$ cat src/rtl/detector_ctrl_pkg.sv
// Shared types for the detector measurement controller.
//   meas_state_t : sequencer states
//   meas_err_t   : result status code reported alongside the counts
`timescale 1ns / 1ps

package detector_ctrl_pkg;

    typedef enum logic [2:0] {
        IDLE   = 3'd0,
        ARMED  = 3'd1,
        HIGH   = 3'd2,
        LOW    = 3'd3,
        REPORT = 3'd4
    } meas_state_t;

    typedef enum logic [1:0] {
        ERR_NONE    = 2'd0,
        ERR_TIMEOUT = 2'd1,
        ERR_SEQ     = 2'd2
    } meas_err_t;

endpackage

$ cat src/rtl/edge_sync_pulse.sv
// Synchronizes an asynchronous level/pulse into the clk domain and emits a registered
// one-cycle pulse on each rising edge of the synchronized signal.
// Input-to-pulse latency is SYNC_STAGES+1 cycles, identical for every instance.
//   clk      : clock
//   rst_n    : synchronous active-low reset
//   async_in : asynchronous input
//   pulse    : one-cycle rising-edge pulse
`timescale 1ns / 1ps

module edge_sync_pulse #(
    parameter int unsigned SYNC_STAGES = 2
) (
    input  logic clk,
    input  logic rst_n,
    input  logic async_in,
    output logic pulse
);

    if (SYNC_STAGES < 2) begin : g_bad_stages
        $error("edge_sync_pulse: SYNC_STAGES must be >= 2");
    end

    logic [SYNC_STAGES-1:0] sync_q;
    logic                   prev_q;
    logic                   pulse_q;

    always_ff @(posedge clk) begin
        if (!rst_n) begin
            sync_q  <= '0;
            prev_q  <= 1'b0;
            pulse_q <= 1'b0;
        end else begin
            sync_q  <= {sync_q[SYNC_STAGES-2:0], async_in};
            prev_q  <= sync_q[SYNC_STAGES-1];
            pulse_q <= sync_q[SYNC_STAGES-1] & ~prev_q;
        end
    end

    assign pulse = pulse_q;

endmodule

$ cat src/rtl/detector_meas_ctrl.sv
// Sequences one high-time / period measurement on the Detector edge outputs.
// start arms the block; the first rise starts the count, a fall latches the high time and
// a second rise latches the period. The result is offered on a valid/ready handshake.
//   clk, rst_n             : clock, synchronous active-low reset
//   start, abort           : arm / cancel a measurement
//   rise_in, fall_in       : asynchronous Detector edge pulses
//   busy                   : measurement in progress or result pending
//   meas_valid, meas_ready : result handshake
//   high_cnt, period_cnt   : rise->fall and rise->rise cycle counts
//   err                    : 00 ok, 01 timeout, 10 sequence error
`timescale 1ns / 1ps

module detector_meas_ctrl
    import detector_ctrl_pkg::*;
#(
    parameter int unsigned CNT_W       = 16,
    parameter int unsigned TIMEOUT     = 4096,
    parameter int unsigned SYNC_STAGES = 2
) (
    input  logic             clk,
    input  logic             rst_n,
    input  logic             start,
    input  logic             abort,
    input  logic             rise_in,
    input  logic             fall_in,
    output logic             busy,
    output logic             meas_valid,
    input  logic             meas_ready,
    output logic [CNT_W-1:0] high_cnt,
    output logic [CNT_W-1:0] period_cnt,
    output logic [1:0]       err
);

    localparam longint unsigned MaxTimeout = (64'd1 << CNT_W) - 64'd1;
    localparam logic [CNT_W-1:0] TimeoutCnt = CNT_W'(TIMEOUT);
    localparam logic [CNT_W-1:0] One        = CNT_W'(1);

    if (TIMEOUT < 2 || 64'(TIMEOUT) > MaxTimeout) begin : g_bad_timeout
        $error("detector_meas_ctrl: TIMEOUT must satisfy 2 <= TIMEOUT <= 2**CNT_W-1");
    end

    logic rise_ev;
    logic fall_ev;

    edge_sync_pulse #(
        .SYNC_STAGES(SYNC_STAGES)
    ) u_rise_sync (
        .clk      (clk),
        .rst_n    (rst_n),
        .async_in (rise_in),
        .pulse    (rise_ev)
    );

    edge_sync_pulse #(
        .SYNC_STAGES(SYNC_STAGES)
    ) u_fall_sync (
        .clk      (clk),
        .rst_n    (rst_n),
        .async_in (fall_in),
        .pulse    (fall_ev)
    );

    meas_state_t      state_q, state_d;
    meas_err_t        err_q, err_d;
    logic [CNT_W-1:0] cnt_q, cnt_d;
    logic [CNT_W-1:0] wait_q, wait_d;
    logic [CNT_W-1:0] high_q, high_d;
    logic [CNT_W-1:0] period_q, period_d;
    logic [CNT_W-1:0] wait_inc;
    logic             timeout_hit;
    logic             do_arm;

    always_ff @(posedge clk) begin
        if (!rst_n) begin
            state_q  <= IDLE;
            err_q    <= ERR_NONE;
            cnt_q    <= '0;
            wait_q   <= '0;
            high_q   <= '0;
            period_q <= '0;
        end else begin
            state_q  <= state_d;
            err_q    <= err_d;
            cnt_q    <= cnt_d;
            wait_q   <= wait_d;
            high_q   <= high_d;
            period_q <= period_d;
        end
    end

    // The wait counter reaches TIMEOUT on the edge that leaves the waiting state, so an
    // event arriving on that same edge is still accepted (events beat timeout).
    assign wait_inc    = wait_q + One;
    assign timeout_hit = (wait_inc == TimeoutCnt);

    always_comb begin
        state_d  = state_q;
        err_d    = err_q;
        cnt_d    = cnt_q;
        wait_d   = wait_q;
        high_d   = high_q;
        period_d = period_q;
        do_arm   = 1'b0;

        if (abort && state_q != IDLE) begin
            state_d = IDLE;
        end else begin
            unique case (state_q)
                IDLE: begin
                    do_arm = start;
                end
                ARMED: begin
                    wait_d = wait_inc;
                    if (rise_ev) begin
                        state_d = HIGH;
                        cnt_d   = One;
                        wait_d  = '0;
                    end else if (timeout_hit) begin
                        state_d = REPORT;
                        err_d   = ERR_TIMEOUT;
                    end
                end
                HIGH: begin
                    cnt_d  = cnt_q + One;
                    wait_d = wait_inc;
                    if (fall_ev && rise_ev) begin
                        // Fall is taken first; the coincident rise is then a second rise
                        // without a full low phase.
                        high_d   = cnt_q;
                        period_d = cnt_q;
                        err_d    = ERR_SEQ;
                        state_d  = REPORT;
                    end else if (fall_ev) begin
                        high_d  = cnt_q;
                        wait_d  = '0;
                        state_d = LOW;
                    end else if (rise_ev) begin
                        period_d = cnt_q;
                        err_d    = ERR_SEQ;
                        state_d  = REPORT;
                    end else if (timeout_hit) begin
                        err_d   = ERR_TIMEOUT;
                        state_d = REPORT;
                    end
                end
                LOW: begin
                    cnt_d  = cnt_q + One;
                    wait_d = wait_inc;
                    if (rise_ev) begin
                        period_d = cnt_q;
                        state_d  = REPORT;
                    end else if (fall_ev) begin
                        err_d   = ERR_SEQ;
                        state_d = REPORT;
                    end else if (timeout_hit) begin
                        err_d   = ERR_TIMEOUT;
                        state_d = REPORT;
                    end
                end
                REPORT: begin
                    if (meas_ready) begin
                        state_d = IDLE;
                        do_arm  = start;
                    end
                end
                default: begin
                    state_d = IDLE;
                end
            endcase
        end

        if (do_arm) begin
            state_d  = ARMED;
            err_d    = ERR_NONE;
            cnt_d    = '0;
            wait_d   = '0;
            high_d   = '0;
            period_d = '0;
        end
    end

    assign busy       = (state_q != IDLE);
    assign meas_valid = (state_q == REPORT);
    assign high_cnt   = high_q;
    assign period_cnt = period_q;
    assign err        = err_q;

endmodule

$ cat config.mk
export PLATFORM = sky130hd
export DESIGN_NAME = detector_meas_ctrl
export DESIGN_NICKNAME = d
export VERILOG_FILES = /design/src/rtl/detector_ctrl_pkg.sv /design/src/rtl/edge_sync_pulse.sv /design/src/rtl/detector_meas_ctrl.sv
export SDC_FILE = /design/constraint.sdc
export NUM_CORES = 1
export LEC_CHECK = 0
export CORE_AREA = 3 3 97 99
export CTS_CLUSTER_DIAMETER = 200
export CTS_CLUSTER_SIZE = 28
export DETAILED_ROUTE_END_ITERATION = 12
export DIE_AREA = 0 0 100 102
export HOLD_SLACK_MARGIN = 0.05
export SLEW_MARGIN = 20
export SYNTH_ARGS = -nofsm -noshare
export SYNTH_HDL_FRONTEND = slang
export SYNTH_HIERARCHICAL = 1
export SYNTH_SLANG_ARGS = --single-unit
$ cat constraint.sdc
create_clock -name clk -period 2.6 [get_ports clk]
set_input_delay 0.65 -clock clk [delete_from_list [all_inputs] [get_ports clk]]
set_output_delay 0.65 -clock clk [all_outputs]
set_load 0.01 [all_outputs]
After elaboration in Yosys (flattened, before gate mapping)
Cells that the tools add are included.
{"block": "totals", "word_cells": 86, "register_bits": 77, "in_bits": 7, "output_inout_bits": 36}
{"block": "op_classes", "eq_ne": 12, "n_addsub": 2, "mux": 34, "reduce_logical": 18, "bitwise_logic": 7}
{"op": "$mux W16", "n": 9}
{"op": "$pmux W16 S2", "n": 2}
{"op": "$pmux W16 S3", "n": 1}
{"op": "$add A16 B1 Y16 const B", "n": 2}
{"op": "$mux W3", "n": 8}
{"op": "$eq A16 B13 Y1 const B", "n": 1}
{"op": "$pmux W3 S5", "n": 1}
{"op": "$mux W2", "n": 7}
{"op": "$reduce_and A3 Y1", "n": 3}
{"op": "$eq A3 B2 Y1 const B", "n": 2}
{"op": "$ne A3 B3 Y1 const B", "n": 2}
{"op": "$pmux W2 S3", "n": 1}
{"op": "$reduce_and A2 Y1", "n": 3}
{"op": "$reduce_bool A2 Y1", "n": 3}
{"op": "$reduce_bool A3 Y1", "n": 2}
{"op": "$not A1 Y1", "n": 5}
{"op": "$reduce_and A5 Y1", "n": 1}
{"op": "$mux W1", "n": 4}
{"op": "$ne A2 B1 Y1 const B", "n": 2}
{"op": "$ne A2 B2 Y1 const B", "n": 2}
{"op": "$ne A4 B1 Y1 const B", "n": 1}
{"op": "$reduce_or A2 Y1", "n": 2}
{"op": "$eq A3 B1 Y1 const B", "n": 1}
{"op": "$eq A3 B3 Y1 const B", "n": 1}
{"op": "other kinds (5)", "n": 7}

Longest topological paths before layout
{"block": "depth", "word_depth": 9, "depth_mapped": 9}

Hierarchy
The synthesis kept the hierarchy.
{"mod": "detector_meas_ctrl", "cells_per_inst": 397, "seq_area_each_um2": 1381.3, "instances": 1, "area_per_inst_um2": 3190.6}
{"mod": "edge_sync_pulse", "cells_per_inst": 8, "seq_area_each_um2": 80.1, "instances": 2, "area_per_inst_um2": 111.4}

Worst setup path after synthesis
Ideal clock, no wire load.
{"block": "synth_path", "path_type": "input -> register", "from": "input port abort", "to": "register high_q[10], in the netlist high_cnt[10]", "setup_ps": 128, "t_arrival_ps": 1984, "stages": 6, "setup_slack_ps": 488, "path_buffers": 2, "path_cell_list": "or2_1 -> buf_2 -> nor3_2 -> buf_4 -> mux2i_1 -> nor2_1"}
{"block": "synth_between", "elab_chain_cells": 3}
{"item": "from (decl)", "line_no": "detector_meas_ctrl.sv:23", "source": "input logic abort,"}
{"item": "$logic_and A1 B1 Y1 (*)", "line_no": "detector_meas_ctrl.sv:105", "source": "if (abort && state_q != IDLE) begin"}
{"item": "$mux W1 / $not A1 Y1 (equally long branches)"}
{"item": "$reduce_or A2 Y1 (no line) / $reduce_and A3 Y1 (equally long branches)"}
{"item": "to (signal assigned)", "line_no": "detector_meas_ctrl.sv:86", "source": "high_q <= high_d;"}
{"item": "to (decl)", "line_no": "detector_meas_ctrl.sv:67", "source": "logic [CNT_W-1:0] high_q, high_d;"}
Mark *: on every way between the ends. The rest lies on a longest branch, timed or not.
A chain may end at the register's enable or synchronous reset.

Worst setup path in the final report
{"block": "layout_path", "from": "register state_q[0]", "to": "output port busy"}
{"block": "layout_between", "elab_chain_cells": 1}
{"item": "from (decl)", "line_no": "detector_meas_ctrl.sv:63", "source": "meas_state_t state_q, state_d;"}
{"item": "from (signal assigned)", "line_no": "detector_meas_ctrl.sv:82", "source": "state_q <= state_d;"}
{"item": "$reduce_bool A3 Y1", "line_no": "detector_meas_ctrl.sv:182", "source": "assign busy = (state_q != IDLE);"}
{"item": "to (decl)", "line_no": "detector_meas_ctrl.sv:26", "source": "output logic busy,"}
Every way passes these cells.

==> out/qor.yml <==
row_count: 34
ctsResizeCount: 0
synth.avg_cell_area_sq_um: 8.26
whs_ps: 448
fin_crit_ps: 2510
crit_required_ps: 1950
rsz0062_at_grt: "no"
startpoint: "state_q[0]$_SDFFE_PN0P_"
vdd_ir_drop_max_uv: 295
fin_ws_ps: 91.7
synthesis.area_sq_um: 3410
ys_warn_count: 6
hold_buffers: 0
hp-class: "flip-flop to flip-flop"
clk_pin_slew_ps: 80
hold_viol: 0
preCtsSetupSlack_ps: 95.6
final_core_util_pct: 48.3
via_per_inst: 5.17
num_vias: 2951
synth_top_area_share_pct: 45.2
io_pins: 43
wl_met1_mm: 3.86
synth.area.top_cells: "dfxtp_1 (45%), nor2_1 (6.7%), a21oi_1 (6.6%), nand2_1 (5.9%), mux2i_1 (5.0%)"
p_sw_share_pct: 26.5
critPathArrivalTime_ps: 1860
gp_congestion: 0.819
switchingPower_uw: 575
finalMaxSlewViolations: 0
powerDensity_nw_per_um2: 519
yosys_most_used_dff: "dfxtp_1"
crit_end: "busy"
seqPwrFrac_pct: 55.3
synth.distinct_cells: 49
regArea_sq_um: 1540
clk_path_buf_depth: 2
cts-htree-levels: 3
hold_depth: 1
clkLatencyLatePin_ps: 350
synthArstFlopShare_pct: 0
cts_tree: "built"
drc: 0
p_int_uw: 1590
slew_headroom_pct: 54.3
synth-seq-area-share_pct: 45.2
area_growth_pct: 22.3
root_buffer: "clkbuf_8"
tightest_slew_ps: 678
diodes: 0
layoutNonFillerInstCount: 571
routed.top_layer: "met4"
grt_pass1_wl_mm: 13.5
hold_start: "u_rise_sync/sync_q[0]$_SDFF_PN0_"
drt_first_pass_iters: 5
fillers: 858
antenna_found_initial: 0
dp.cells: 555
ant_nets: 0
drive_above_1_share_pct: 8.86
max_freq_mhz: 399
grt_max_degree: 32
power_frac_clock_pct: 38.9
wl_met2_mm: 3.32
outcome: "completed"
leakage_uw: 0.00135
overflow: 0
grt_pass1_vias: 2823
synth-seq-cells: 77
worstSetupPathType: "flip-flop to output port"
drt_iter0_drc: 99
dp_hpwl_mm: 5.30
worstSetupEndpointType: "output port"
grtUsageTotal_pct: 16.1
synth_edf_count: 0
cp_max_fo: 13
cts_buffers: 9
synth_nets: 422
dieArea_sq_um: 10200
r2r_slack_ps: 250
wl_met3_um: 394
skew_ps: 8.57
max_cap_violations: 0
cts_setup_buffers: 0
combPwrFrac_pct: 5.8
multi_input_area_sq_um: 1760
port_buffers: 42
start_util_pct: 39.5
clock_sinks: 77
core-area_sq_um: 8640
syn-instance-count: 413
regToRegEndpoint: "state_q[0]$_SDFFE_PN0P_"
wl_per_cell_um: 13.4
r2r_start: "wait_q[0]$_SDFFE_PP0P_"
cp-start-kind: "flip-flop"
reg2reg_depth: 7
fin_tns_setup_ps: 0
die_h_um: 102
yosysTopAreaCell: "dfxtp_1"
chipWidth_um: 100
setup_viol: 0
final_nets: 467
wl_mm: 7.66
post-route-period-util_pct: 96.5
-- layout make-up --
cell class                 instances  share of cell area [%]
multi-input combinational        311                    42.3
tap                              108                    3.24
sequential                        77                    36.9
inverter                           3                   0.270
timing repair buffer              56                    12.9
clock inverter                     7                    1.41
clock buffer                       9                    2.97
-- cell families (layout without fill, tap and decap cells) --
family,Yosys count,in the layout,synth area share [%]
AO/OA/AOI/OAI,84,84,14.8
XOR/XNOR,18,18,4.62
adder cells (fa/ha/maj),2,2,0.733
buffers and inverters,25,75,3.15
flip-flops,77,77,45.2
multiplexers,17,17,4.99
AND/OR/NAND/NOR,190,190,26.5
-- per-stage QoR --
step                      instance area (sq um)  power, uW
final                                      4170       2170
after global routing                       4170       2270
after global placement                     3990       1350
after CTS                                  4170       2200
after floorplan                            3410       1300
after detailed placement                   3990       1350
-- cell usage after synthesis (all sizes together) (2+ instances only) --
library cell / n
nor3b: 3
xnor2: 7
and3: 4
or3: 5
nor4: 2
clkbuf: 16
a211oi: 3
nand4b: 3
a21o: 2
nand4: 9
nor3: 11
nand3: 20
inv: 3
and4: 2
nor2: 61
ha: 2
dfxtp: 77
nand2b: 3
xor2: 11
a21oi: 45
buf: 6
mux2i: 17
o22ai: 3
and3b: 2
a311oi: 5
and2: 8
nand2: 54
o21ai: 16
-- worst min-delay path by stage --
stage                                  endpoint  slack [ps]
2_1_floorplan  u_fall_sync/sync_q[1]$_SDFF_PN0_         420
3_3_place_gp   u_rise_sync/sync_q[1]$_SDFF_PN0_         420
3_5_place_dp   u_rise_sync/sync_q[1]$_SDFF_PN0_         430
4_1_cts        u_rise_sync/sync_q[1]$_SDFF_PN0_         450
5_1_grt        u_fall_sync/sync_q[1]$_SDFF_PN0_         460
6_report       u_rise_sync/sync_q[1]$_SDFF_PN0_         450
-- metal layers --
metal  up-vias  track usage [%]
met5         -                0
met4         0             5.08
met3        11             4.57
met2        77             24.8
met1      1324             21.8
li1       1539                -
-- power by group through the flow --
stage	sequential (uW)	clock [uW]	combinational [uW]
4_1_cts	1200	875	127
6_report	1200	842	127
3_3_place_gp	1230	0	126
5_1_grt	1200	932	142
3_5_place_dp	1230	0	127
2_1_floorplan	1220	0	85.1
-- cell usage in the layout, fill, tap and decap left out, types with 5 or more instances in the layout --
cell / n
a21oi_1: 45
a311oi_1: 5
and2_2: 6
buf_4: 13
clkbuf_8: 9
clkdlybuf4s50_1: 42
dfxtp_1: 77
mux2i_1: 17
nand2_1: 54
nand3_1: 20
nand4_1: 9
nor2_1: 61
nor3_1: 10
o21ai_0: 8
o21ai_1: 8
or3_1: 5
xnor2_1: 7
xor2_1: 11
-- worst max-delay path, stage by stage, from the launching register on --
cell	delay, ps
dfxtp_1	610
nor2_1	200
nand2_1	150
clkdlybuf4s50_1	550
-- state kept, by name (all words and copies together) (netlist names), 2 cells and up --
signal and flops:
period_cnt 16, u_fall_sync/sync_q 2, wait_q 16, high_cnt 16
state_q 3, err 2, u_rise_sync/sync_q 2, cnt_q 16
Power figures use the tool's default switching activity.
